## src/rtl/vga_display_pkg.sv

```systemverilog
// Shared definitions for the VGA sprite display: timing defaults,
// derived totals, datapath widths, pipeline latency and a span helper.
package vga_display_pkg;

  // 640x480 @ 60 Hz timing defaults
  localparam int H_SYNC_DEF   = 96;
  localparam int H_BP_DEF     = 48;
  localparam int H_ACTIVE_DEF = 640;
  localparam int H_FP_DEF     = 16;
  localparam int V_SYNC_DEF   = 2;
  localparam int V_BP_DEF     = 29;
  localparam int V_ACTIVE_DEF = 480;
  localparam int V_FP_DEF     = 10;

  localparam int H_TOT_DEF = H_SYNC_DEF + H_BP_DEF + H_ACTIVE_DEF + H_FP_DEF;
  localparam int V_TOT_DEF = V_SYNC_DEF + V_BP_DEF + V_ACTIVE_DEF + V_FP_DEF;

  localparam int NUM_OBJ_DEF = 4;
  localparam int COLOR_W     = 9;
  localparam int COORD_W     = 10;

  // Cycles from the raster counters to the output pins
  localparam int PIPE_LAT = 2;

  typedef logic [COLOR_W-1:0] color_t;
  typedef logic [COORD_W-1:0] coord_t;

  // True when start <= pos < start+len, evaluated one bit wider so the
  // end of a span that runs past the screen edge never wraps around.
  function automatic logic in_span(input coord_t start, input coord_t len,
                                   input coord_t pos);
    logic [COORD_W:0] s_ext;
    logic [COORD_W:0] e_ext;
    logic [COORD_W:0] p_ext;
    s_ext = {1'b0, start};
    e_ext = s_ext + {1'b0, len};
    p_ext = {1'b0, pos};
    return (len != {COORD_W{1'b0}}) && (p_ext >= s_ext) && (p_ext < e_ext);
  endfunction

endpackage

```

## src/rtl/vga_sprite_display_if.sv

```systemverilog
// Bus between game logic and the sprite display: object attributes and
// background colour in, VGA pins and the frame pacing pulse out.
interface vga_sprite_display_if #(
  parameter int NUM_OBJ = vga_display_pkg::NUM_OBJ_DEF
);
  import vga_display_pkg::*;

  logic [COORD_W*NUM_OBJ-1:0] obj_x;
  logic [COORD_W*NUM_OBJ-1:0] obj_y;
  logic [COORD_W*NUM_OBJ-1:0] obj_w;
  logic [COORD_W*NUM_OBJ-1:0] obj_h;
  logic [COLOR_W*NUM_OBJ-1:0] obj_color;
  logic [NUM_OBJ-1:0]         obj_en;
  color_t                     bg_color;

  logic       hsync;
  logic       vsync;
  logic [2:0] red;
  logic [2:0] green;
  logic [2:0] blue;
  logic       frame_start;

  // Game logic side
  modport master (
    output obj_x, obj_y, obj_w, obj_h, obj_color, obj_en, bg_color,
    input  hsync, vsync, red, green, blue, frame_start
  );

  // Display side
  modport slave (
    input  obj_x, obj_y, obj_w, obj_h, obj_color, obj_en, bg_color,
    output hsync, vsync, red, green, blue, frame_start
  );

endinterface

```

## src/rtl/vga_timing_gen.sv

```systemverilog
// Raster timing for the sprite display: horizontal/vertical counters,
// active-area flag, active-relative pixel coordinates, raw syncs and the
// end-of-frame strobe that loads the shadow registers.
module vga_timing_gen
  import vga_display_pkg::*;
#(
  parameter int H_SYNC   = H_SYNC_DEF,
  parameter int H_BP     = H_BP_DEF,
  parameter int H_ACTIVE = H_ACTIVE_DEF,
  parameter int H_FP     = H_FP_DEF,
  parameter int V_SYNC   = V_SYNC_DEF,
  parameter int V_BP     = V_BP_DEF,
  parameter int V_ACTIVE = V_ACTIVE_DEF,
  parameter int V_FP     = V_FP_DEF
) (
  input  logic   dclk,
  input  logic   rst,
  output coord_t px,
  output coord_t py,
  output logic   active,
  output logic   hsync_raw,
  output logic   vsync_raw,
  output logic   load
);

  localparam int H_TOT = H_SYNC + H_BP + H_ACTIVE + H_FP;
  localparam int V_TOT = V_SYNC + V_BP + V_ACTIVE + V_FP;

  localparam coord_t H_LAST     = coord_t'(H_TOT - 1);
  localparam coord_t V_LAST     = coord_t'(V_TOT - 1);
  localparam coord_t H_START    = coord_t'(H_SYNC + H_BP);
  localparam coord_t V_START    = coord_t'(V_SYNC + V_BP);
  localparam coord_t H_END      = coord_t'(H_SYNC + H_BP + H_ACTIVE);
  localparam coord_t V_END      = coord_t'(V_SYNC + V_BP + V_ACTIVE);
  localparam coord_t H_SYNC_END = coord_t'(H_SYNC);
  localparam coord_t V_SYNC_END = coord_t'(V_SYNC);

  coord_t hc;
  coord_t vc;

  // Pixel and line counters; the line counter steps when the pixel counter wraps
  always_ff @(posedge dclk or posedge rst) begin
    if (rst) begin
      hc <= {COORD_W{1'b0}};
      vc <= {COORD_W{1'b0}};
    end else if (hc == H_LAST) begin
      hc <= {COORD_W{1'b0}};
      if (vc == V_LAST) begin
        vc <= {COORD_W{1'b0}};
      end else begin
        vc <= vc + 10'd1;
      end
    end else begin
      hc <= hc + 10'd1;
    end
  end

  assign active    = (hc >= H_START) && (hc < H_END) && (vc >= V_START) && (vc < V_END);
  assign px        = hc - H_START;
  assign py        = vc - V_START;
  assign hsync_raw = !(hc < H_SYNC_END);
  assign vsync_raw = !(vc < V_SYNC_END);
  // Last counter position of the frame; its own pixel is still computed
  // from the old shadow set, the new set applies from hc=0, vc=0.
  assign load      = (hc == H_LAST) && (vc == V_LAST);

endmodule

```

## src/rtl/vga_sprite_display.sv

```systemverilog
// VGA raster generator with NUM_OBJ prioritised solid rectangles over a
// background colour. Object attributes are double-buffered and reloaded
// once per frame. Outputs come from a 2-stage registered pipeline.
// Optional feature macro: VGA_BORDER_EN (1-pixel BORDER_COLOR frame
// drawn above everything on the edges of the active area).
module vga_sprite_display
  import vga_display_pkg::*;
#(
  parameter int H_SYNC   = H_SYNC_DEF,
  parameter int H_BP     = H_BP_DEF,
  parameter int H_ACTIVE = H_ACTIVE_DEF,
  parameter int H_FP     = H_FP_DEF,
  parameter int V_SYNC   = V_SYNC_DEF,
  parameter int V_BP     = V_BP_DEF,
  parameter int V_ACTIVE = V_ACTIVE_DEF,
  parameter int V_FP     = V_FP_DEF,
  parameter int NUM_OBJ  = NUM_OBJ_DEF
`ifdef VGA_BORDER_EN
  , parameter color_t BORDER_COLOR = 9'h1FF
`endif
) (
  input logic dclk,
  input logic rst,
  vga_sprite_display_if.slave bus
);

  coord_t px;
  coord_t py;
  logic   active;
  logic   hsync_raw;
  logic   vsync_raw;
  logic   load;

  vga_timing_gen #(
    .H_SYNC   (H_SYNC),
    .H_BP     (H_BP),
    .H_ACTIVE (H_ACTIVE),
    .H_FP     (H_FP),
    .V_SYNC   (V_SYNC),
    .V_BP     (V_BP),
    .V_ACTIVE (V_ACTIVE),
    .V_FP     (V_FP)
  ) u_timing (
    .dclk      (dclk),
    .rst       (rst),
    .px        (px),
    .py        (py),
    .active    (active),
    .hsync_raw (hsync_raw),
    .vsync_raw (vsync_raw),
    .load      (load)
  );

  // Shadow copies of the object attributes, stable for a whole frame
  coord_t             sh_x     [NUM_OBJ];
  coord_t             sh_y     [NUM_OBJ];
  coord_t             sh_w     [NUM_OBJ];
  coord_t             sh_h     [NUM_OBJ];
  color_t             sh_color [NUM_OBJ];
  logic [NUM_OBJ-1:0] sh_en;
  color_t             sh_bg;

  // Capture all attributes on the end-of-frame strobe; zero means nothing visible
  always_ff @(posedge dclk or posedge rst) begin
    if (rst) begin
      for (int i = 0; i < NUM_OBJ; i++) begin
        sh_x[i]     <= {COORD_W{1'b0}};
        sh_y[i]     <= {COORD_W{1'b0}};
        sh_w[i]     <= {COORD_W{1'b0}};
        sh_h[i]     <= {COORD_W{1'b0}};
        sh_color[i] <= {COLOR_W{1'b0}};
      end
      sh_en <= {NUM_OBJ{1'b0}};
      sh_bg <= {COLOR_W{1'b0}};
    end else if (load) begin
      for (int i = 0; i < NUM_OBJ; i++) begin
        sh_x[i]     <= bus.obj_x[COORD_W*i +: COORD_W];
        sh_y[i]     <= bus.obj_y[COORD_W*i +: COORD_W];
        sh_w[i]     <= bus.obj_w[COORD_W*i +: COORD_W];
        sh_h[i]     <= bus.obj_h[COORD_W*i +: COORD_W];
        sh_color[i] <= bus.obj_color[COLOR_W*i +: COLOR_W];
      end
      sh_en <= bus.obj_en;
      sh_bg <= bus.bg_color;
    end else begin
      sh_en <= sh_en;
    end
  end

  logic [NUM_OBJ-1:0] hit;

  // Per-object rectangle test for the current raster position
  always_comb begin
    hit = {NUM_OBJ{1'b0}};
    for (int i = 0; i < NUM_OBJ; i++) begin
      hit[i] = sh_en[i] & in_span(sh_x[i], sh_w[i], px) & in_span(sh_y[i], sh_h[i], py);
    end
  end

  logic [NUM_OBJ-1:0] hit_s1;
  logic               active_s1;
  logic               hsync_s1;
  logic               vsync_s1;

  // Stage 1: hit vector, active flag and raw syncs
  always_ff @(posedge dclk or posedge rst) begin
    if (rst) begin
      hit_s1    <= {NUM_OBJ{1'b0}};
      active_s1 <= 1'b0;
      hsync_s1  <= 1'b1;
      vsync_s1  <= 1'b1;
    end else begin
      hit_s1    <= hit;
      active_s1 <= active;
      hsync_s1  <= hsync_raw;
      vsync_s1  <= vsync_raw;
    end
  end

`ifdef VGA_BORDER_EN
  localparam coord_t PX_LAST = coord_t'(H_ACTIVE - 1);
  localparam coord_t PY_LAST = coord_t'(V_ACTIVE - 1);

  logic border_s1;

  // Stage 1: outermost ring of the active area
  always_ff @(posedge dclk or posedge rst) begin
    if (rst) begin
      border_s1 <= 1'b0;
    end else begin
      border_s1 <= active && ((px == 10'd0) || (px == PX_LAST) ||
                             (py == 10'd0) || (py == PY_LAST));
    end
  end
`endif

  color_t pix;

  // Priority pick: walking from the highest index down lets object 0 win.
  // Shadow colours are read here a cycle after the hit test; they only
  // change at the last counter position, which lies in blanking.
  always_comb begin
    pix = sh_bg;
    for (int i = NUM_OBJ - 1; i >= 0; i--) begin
      pix = hit_s1[i] ? sh_color[i] : pix;
    end
`ifdef VGA_BORDER_EN
    pix = border_s1 ? BORDER_COLOR : pix;
`endif
  end

  logic   hsync_r;
  logic   vsync_r;
  color_t rgb_r;
  logic   frame_start_r;

  // Stage 2: pin registers; colour is forced black outside the active area
  always_ff @(posedge dclk or posedge rst) begin
    if (rst) begin
      hsync_r <= 1'b1;
      vsync_r <= 1'b1;
      rgb_r   <= {COLOR_W{1'b0}};
    end else begin
      hsync_r <= hsync_s1;
      vsync_r <= vsync_s1;
      rgb_r   <= active_s1 ? pix : {COLOR_W{1'b0}};
    end
  end

  // Frame pacing pulse, high while the counters sit at hc=0, vc=0 after a load
  always_ff @(posedge dclk or posedge rst) begin
    if (rst) begin
      frame_start_r <= 1'b0;
    end else begin
      frame_start_r <= load;
    end
  end

  assign bus.hsync       = hsync_r;
  assign bus.vsync       = vsync_r;
  assign bus.red         = rgb_r[8:6];
  assign bus.green       = rgb_r[5:3];
  assign bus.blue        = rgb_r[2:0];
  assign bus.frame_start = frame_start_r;

endmodule

```

## src/flat_wrapper.sv

```systemverilog
// flat-port wrapper written by rule: the top's interface ports become plain ports
module vga_sprite_display_flat import vga_display_pkg::*;
#(
  parameter int H_SYNC   = H_SYNC_DEF,
  parameter int H_BP     = H_BP_DEF,
  parameter int H_ACTIVE = H_ACTIVE_DEF,
  parameter int H_FP     = H_FP_DEF,
  parameter int V_SYNC   = V_SYNC_DEF,
  parameter int V_BP     = V_BP_DEF,
  parameter int V_ACTIVE = V_ACTIVE_DEF,
  parameter int V_FP     = V_FP_DEF,
  parameter int NUM_OBJ  = NUM_OBJ_DEF

)
  (dclk, rst, bus_obj_x, bus_obj_y, bus_obj_w, bus_obj_h, bus_obj_color, bus_obj_en, bus_bg_color, bus_hsync, bus_vsync, bus_red, bus_green, bus_blue, bus_frame_start);
  vga_sprite_display_if #(.NUM_OBJ(NUM_OBJ)) bus_i ();
  input logic dclk;
  input logic rst;
  input wire logic [$bits(bus_i.obj_x)-1:0] bus_obj_x;
  input wire logic [$bits(bus_i.obj_y)-1:0] bus_obj_y;
  input wire logic [$bits(bus_i.obj_w)-1:0] bus_obj_w;
  input wire logic [$bits(bus_i.obj_h)-1:0] bus_obj_h;
  input wire logic [$bits(bus_i.obj_color)-1:0] bus_obj_color;
  input wire logic [$bits(bus_i.obj_en)-1:0] bus_obj_en;
  input wire logic [$bits(bus_i.bg_color)-1:0] bus_bg_color;
  output wire logic [$bits(bus_i.hsync)-1:0] bus_hsync;
  output wire logic [$bits(bus_i.vsync)-1:0] bus_vsync;
  output wire logic [$bits(bus_i.red)-1:0] bus_red;
  output wire logic [$bits(bus_i.green)-1:0] bus_green;
  output wire logic [$bits(bus_i.blue)-1:0] bus_blue;
  output wire logic [$bits(bus_i.frame_start)-1:0] bus_frame_start;
  assign bus_i.obj_x = bus_obj_x;
  assign bus_i.obj_y = bus_obj_y;
  assign bus_i.obj_w = bus_obj_w;
  assign bus_i.obj_h = bus_obj_h;
  assign bus_i.obj_color = bus_obj_color;
  assign bus_i.obj_en = bus_obj_en;
  assign bus_i.bg_color = bus_bg_color;
  assign bus_hsync = bus_i.hsync;
  assign bus_vsync = bus_i.vsync;
  assign bus_red = bus_i.red;
  assign bus_green = bus_i.green;
  assign bus_blue = bus_i.blue;
  assign bus_frame_start = bus_i.frame_start;
  vga_sprite_display #(.H_SYNC(H_SYNC), .H_BP(H_BP), .H_ACTIVE(H_ACTIVE), .H_FP(H_FP), .V_SYNC(V_SYNC), .V_BP(V_BP), .V_ACTIVE(V_ACTIVE), .V_FP(V_FP), .NUM_OBJ(NUM_OBJ)) u_core (.dclk(dclk), .rst(rst), .bus(bus_i));
endmodule
```

## config.mk

```make
export PLATFORM = sky130hd
export DESIGN_NAME = vga_sprite_display_flat
export DESIGN_NICKNAME = d
export VERILOG_FILES = /design/src/rtl/vga_display_pkg.sv /design/src/rtl/vga_sprite_display_if.sv /design/src/rtl/vga_timing_gen.sv /design/src/rtl/vga_sprite_display.sv /design/src/flat_wrapper.sv
export SDC_FILE = /design/constraint.sdc
export NUM_CORES = 1
export LEC_CHECK = 0
export ABC_AREA = 1
export BUFFER_PORTS_ARGS = -buffer_cell sky130_fd_sc_hd__buf_2
export CORE_MARGIN = 2
export CORE_UTILIZATION = 55
export CTS_CLUSTER_DIAMETER = 120
export DETAILED_ROUTE_END_ITERATION = 8
export HOLD_SLACK_MARGIN = 0.05
export PLACE_DENSITY = 0.77
export SYNTH_ARGS = -nofsm -noshare
export SYNTH_HDL_FRONTEND = slang
export SYNTH_SLANG_ARGS = --single-unit
```

## constraint.sdc

```tcl
create_clock -name dclk -period 9.6 [get_ports dclk]
set_input_delay 0.48 -clock dclk [delete_from_list [all_inputs] [get_ports dclk]]
set_output_delay 0.48 -clock dclk [all_outputs]
set_load 0.02 [all_outputs]
```

### Word level (Yosys, flattened, before mapping)

Cells that the tools add are included.

* $add $sub $neg: 12
* $mul: 0
* div/mod/pow operators: 0
* magnitude comparators: 22
* eq/ne operators: 2
* shift operators: 0
* multiplexer cells: 7
* bitwise logic cells: 8
* reductions and logical operators: 30

Operators by type and width (count)
* $add A10 B10 Y11: 8
* $lt A10 B11 Y1: 8
* $ge A10 B10 Y1: 8
* $reduce_bool A10 Y1: 8
* $mux W9: 5
* $add A10 B1 Y10 const B: 2
* $eq A10 B10 Y1 const B: 2
* $logic_and A1 B1 Y1: 20
* $mux W10: 2
* $ge A10 B5 Y1 const B: 1
* $ge A10 B8 Y1 const B: 1
* $lt A10 B10 Y1 const B: 1
* $lt A10 B2 Y1 const B: 1
* $lt A10 B7 Y1 const B: 1
* $lt A10 B9 Y1 const B: 1
* $sub A10 B5 Y10 const B: 1
* $sub A10 B8 Y10 const B: 1
* $and A1 B1 Y1: 8
* $logic_not A1 Y1: 2

* flip-flop bits (word level): 248
* bits in latches: 0
* memory bits (writable): 0
* bits in read-only memories: 0
* output and inout port bits: 12
* word-level logic and storage cells: 113
* memories: 0

### Logic depth before layout (Yosys ltp)

* depth in word-level cells: 6
* depth in mapped cells: 19
* depth with buffers taken out: 19

### Cells and area by module

Synthesis repeated with hierarchy kept, for this count alone.

* cell total of the unflattened synthesis: 2124
* area, all modules: 17656.9 um^2

Modules (own cells, without submodules)
* vga_sprite_display: times used 1, cells an instance 1930, area an instance 16205.5 um^2, sequential area each 5710.5 um^2
* vga_timing_gen: times used 1, cells an instance 194, area an instance 1451.4 um^2, sequential area each 500.5 um^2

### Least setup slack after synthesis

Ideal clock, no wire load.

* path type: register to register
* start: register u_core.u_timing.vc[0]
* end: register u_core.hit_s1[0]
* setup time: 0.115 ns
* data arrival time: 2.341 ns
* data required time: 9.485 ns
* slack: 7.143 ns
* cell stages (with the launch flop): 12
* path buffers: 1
* period minus slack after synthesis: 2.457 ns
* path through: dfrtp_1 > clkbuf_1 > nand3_1 > o211ai_1 > nor3_1 > xor2_1 > ha_1 > a21oi_1 > o21a_1 > nand4_1 > nand3_1 > nor2_1

* cells in the longest elaborated chain, start to end: 5
* elaborated cells on any way between the ends: 6
* those cells by class: add/sub: 1; order compare: 2; bitwise: 1; reduce/logical: 2

Ends and longest elaborated chain
* start: declaration: RTL line vga_timing_gen.sv:39 `coord_t vc;`
* start signal: assignment: RTL line vga_timing_gen.sv:45 `vc <= {COORD_W{1'b0}};`
* start signal: assignment: RTL line vga_timing_gen.sv:49 `vc <= {COORD_W{1'b0}};`
* start signal: assignment: RTL line vga_timing_gen.sv:51 `vc <= vc + 10'd1;`
* $sub A10 B5 Y10 (*): RTL line vga_timing_gen.sv:60 `assign py = vc - V_START;`
* $ge A10 B10 Y1: RTL line vga_display_pkg.sv:38 `return (len != {COORD_W{1'b0}}) && (p_ext >= s_ext) && (p_ext < e_ext);`
* $logic_and A1 B1 Y1: RTL line vga_display_pkg.sv:38
* $logic_and A1 B1 Y1 (*): RTL line vga_display_pkg.sv:38
* $and A1 B1 Y1 (*): RTL line vga_sprite_display.sv:96 `hit[i] = sh_en[i] & in_span(sh_x[i], sh_w[i], px) & in_span(sh_y[i], sh_h[i], py);`
* net u_core.hit[0]: RTL line vga_sprite_display.sv:90 `logic [NUM_OBJ-1:0] hit;`
* end signal: assignment: RTL line vga_sprite_display.sv:108 `hit_s1 <= {NUM_OBJ{1'b0}};`
* end signal: assignment: RTL line vga_sprite_display.sv:113 `hit_s1 <= hit;`
* end: declaration: RTL line vga_sprite_display.sv:100 `logic [NUM_OBJ-1:0] hit_s1;`

The timed path passes the listed nets; every way through them passes the cells marked *.
A chain may end at the register's enable or synchronous reset.

### Worst setup path after layout

* start: register u_core.u_timing.hc[1]
* end: register u_core.sh_bg[1]

* cells in the longest elaborated chain, start to end: 2

Ends and longest elaborated chain
* start: declaration: RTL line vga_timing_gen.sv:38 `coord_t hc;`
* start signal: assignment: RTL line vga_timing_gen.sv:44 `hc <= {COORD_W{1'b0}};`
* start signal: assignment: RTL line vga_timing_gen.sv:47 `hc <= {COORD_W{1'b0}};`
* start signal: assignment: RTL line vga_timing_gen.sv:54 `hc <= hc + 10'd1;`
* $eq A10 B10 Y1: RTL line vga_timing_gen.sv:65 `assign load = (hc == H_LAST) && (vc == V_LAST);`
* $logic_and A1 B1 Y1: RTL line vga_timing_gen.sv:65
* end signal: assignment: RTL line vga_sprite_display.sv:74 `sh_bg <= {COLOR_W{1'b0}};`
* end signal: assignment: RTL line vga_sprite_display.sv:84 `sh_bg <= bus.bg_color;`
* end: declaration: RTL line vga_sprite_display.sv:61 `color_t sh_bg;`

Every way passes these cells.

==> flow_summary_export.csv <==
group,metric,value,unit
floorplanning,core,31400,um^2
power,ir_drop,0.000139,V
power,powerDensity,111,nW/um^2
global_routing,grt_pass1_vias,15329,
yosys,synth-seq-cells,248,
timing,tightest_slew,1040,ps
timing,drv_slew,0,
global_routing,grt_max_degree,115,
timing,max_freq,0.290,GHz
yosys,synth_area_leaders,"dfrtp_1 35%, ha_1 17%, nand2_1 17%",
yosys,yosysWarnings,0,
drt,drt-initial-drc-count,1059,
flow_run,maxCapViolCount,0,
floorplanning,initial_core_util,0.555,
placed_design,placement.io_buffers,222,
yosys,yosysSeqAreaShare,0.357,
power,power,2180,uW
floorplanning,die_w,182,um
yosys,synth_edf_count,0,
yosys,synth.distinct_cells,34,
cts,cts-root-buf,"clkbuf_16",
timing,fin_worst_skew,33.6,ps
worst_setup_path,required,9980,ps
worst_setup_path,criticalPathCategory,"flop to flop",
worst_setup_path,cp.arrival,3830,ps
yosys,synthCells,2266,
drt,num_vias,15727,
drt,wire_per_inst,16.0,um
cts,clock_latency,580,ps
yosys,async_flop_share,1.00,
final_layout,diodes,0,
global_routing,grt_usage,0.281,
drt,drc,0,
final_layout,layout-drive-gt1-share,0.118,
final_layout,fin_util,0.625,
timing,hold_violations,0,
cts,cts_tree,"built",
cts,cts.sinks,248,
floorplanning,die-area,33100,um^2
drt,drt_wl_total,46.5,mm
cts,cts_resized,0,
global_routing,grt_overflow,0,
timing,rsz0062_at_grt,"no",
timing,setup_tns,0,ps
placed_design,gp_congestion,0.955,
worst_setup_path,critPathLaunch,"u_core.u_timing.hc[1]",
worst_hold_path,hp-class,"input port to flop",
yosys,postSynthAreaPerCell,7.68,um^2
timing,fin_crit_sh,0.359,
global_routing,grt_pass1_wl,75.7,mm
status,status,"completed",
final_layout,nNetsFinal,2934,
drt,first_pass_iters,6,
yosys,synthFlopType,"dfrtp_1",
power,p_leak,0.0103,uW
yosys,yosys.area.top_type,"dfrtp_1",
timing,post-route-min-period,3450,ps
worst_setup_path,r2r-start,"u_core.u_timing.hc[1]",
final_layout,mostFrequentLayoutCell,"nand2_1",
worst_setup_path,path_max_fanout,114,
final_layout,area_delta_synth_final,12.8,%
floorplanning,ioPinCount,223,
yosys,syn_nets,2724,
worst_hold_path,hold_start,"bus_obj_en[3]",
global_routing,antenna_found_initial,1,
final_layout,fillers,2785,
placed_design,hpwl,35.2,mm
cts,numCtsBuffers,28,
worst_setup_path,end_kind,"flop",
yosys,synth_top_area_frac,0.351,
final_layout,layout_common_cells,"769 x nand2_1, 244 x dfrtp_1, 239 x ha_1",
timing,slew_headroom,0.306,
drt,antenna_left,0,
yosys,netlist_area,17400,um^2
drt,vias_per_cell,5.42,
worst_setup_path,setup.worst_path.start_class,"flop",
floorplanning,die_h,182,um
cts,clk_pin_slew_worst_paths,60,ps
floorplanning,rows,65,
timing,setup_viol,0,
cts,htree_levels,1,
cts,clockBufferDepth,3,
[cell usage after synthesis, types with 4 or more instances]
| cell | number |
|---|---|
| nor2_1 | 177 |
| o21a_1 | 9 |
| nor4_1 | 17 |
| dfrtp_1 | 244 |
| a21o_1 | 8 |
| o21ai_0 | 138 |
| a211oi_1 | 9 |
| xnor2_1 | 21 |
| clkbuf_1 | 18 |
| buf_2 | 9 |
| nand2_1 | 769 |
| inv_1 | 225 |
| o21ai_1 | 6 |
| buf_6 | 23 |
| fa_1 | 8 |
| o21bai_1 | 8 |
| a21oi_1 | 126 |
| nand4_1 | 31 |
| nor3_1 | 11 |
| o211ai_1 | 10 |
| buf_4 | 5 |
| nand3_1 | 72 |
| xor2_1 | 56 |
| dfstp_2 | 4 |
| a31oi_1 | 15 |
| ha_1 | 239 |
[sequential cells by signal (all words and copies together) (netlist names), 9 cells and up]
signal and count:
u_core.sh_color 36, u_core.sh_h 40, u_core.rgb_r 9, u_core.sh_y 40, u_core.u_timing.hc 10, u_core.sh_w 40
u_core.u_timing.vc 10, u_core.sh_bg 9, u_core.sh_x 40
[cell families (layout without fill, tap and decap cells)]
group                    after synthesis  after routing  share of synthesized area
buffers and inverters                282            514                     0.0730
XOR/XNOR                              77             77                     0.0387
flip-flops                           248            248                      0.357
AND/OR/NAND/NOR                     1081           1081                      0.248
multiplexers                           1              1                   0.000575
adder cells (fa/ha/maj)              247            247                      0.181
AO/OA/AOI/OAI                        330            330                      0.102
[path summary, 6_finish.rpt]
kind / end / slack (ps) / cells past startpoint
hold reg to reg: u_core.bus.vsync / 360 / 0
min in group asynchronous: u_core.sh_h[11] / 570 / 3
hold / removal: u_core.sh_en[3] / 90 / 3
setup / recovery: u_core.sh_bg[1] / 6150 / 8
setup reg to reg: u_core.sh_bg[1] / 6150 / 8
max in group asynchronous: u_core.sh_w[30] / 7510 / 4
[routing by layer]
| metal | up-vias | routed length, um | part of all wire | track usage |
|---|---|---|---|---|
| met5 | - | 9 | 0.00019 | 0 |
| met1 | 7300 | 20700 | 0.45 | 0.379 |
| met4 | 2 | 1380 | 0.030 | 0.0942 |
| met3 | 92 | 2950 | 0.064 | 0.0359 |
| li1 | 7824 | - | - | - |
| met2 | 509 | 21400 | 0.46 | 0.471 |
[worst max-delay path, cell delays in order (launching register included)]
cell and delay, ps:
dfrtp_1 610, ha_1 280, nand3_1 150, nor3_2 220, nand2_2 200, nor4_4 200
buf_4 460, buf_4 850, o21ai_0 210
[layout make-up]
type	count	area, um^2	share of cell area
clock buffers	37	795	0.0405
clock inverters	15	121	0.00618
inverters	226	856	0.0436
multi-input cells	1736	9930	0.506
flip-flops and latches	248	6210	0.316
well taps	402	503	0.0256
repair buffers	236	1220	0.0621
[power by group]
group          internal, uW  switching, uW
Sequential             1050              0
Clock                   610            457
Combinational          30.4           35.3
[repair_timing]
action,CTS,global route
hold buffers,1,0
hold endpoints to repair,29,0
setup buffers,0,0
[metrics by stage]
step	setup WS, ps	std cells	cell area (um^2)	hold slack (ps)
detailed placement	6200	2847	18700	348
global placement	6350	2847	18700	347
finish	6150	2900	19600	94.6
global route	5790	2900	19600	101
floorplan	2310	2266	17400	345
CTS	6180	2900	19600	78.7
Power figures use the tool's default switching activity.
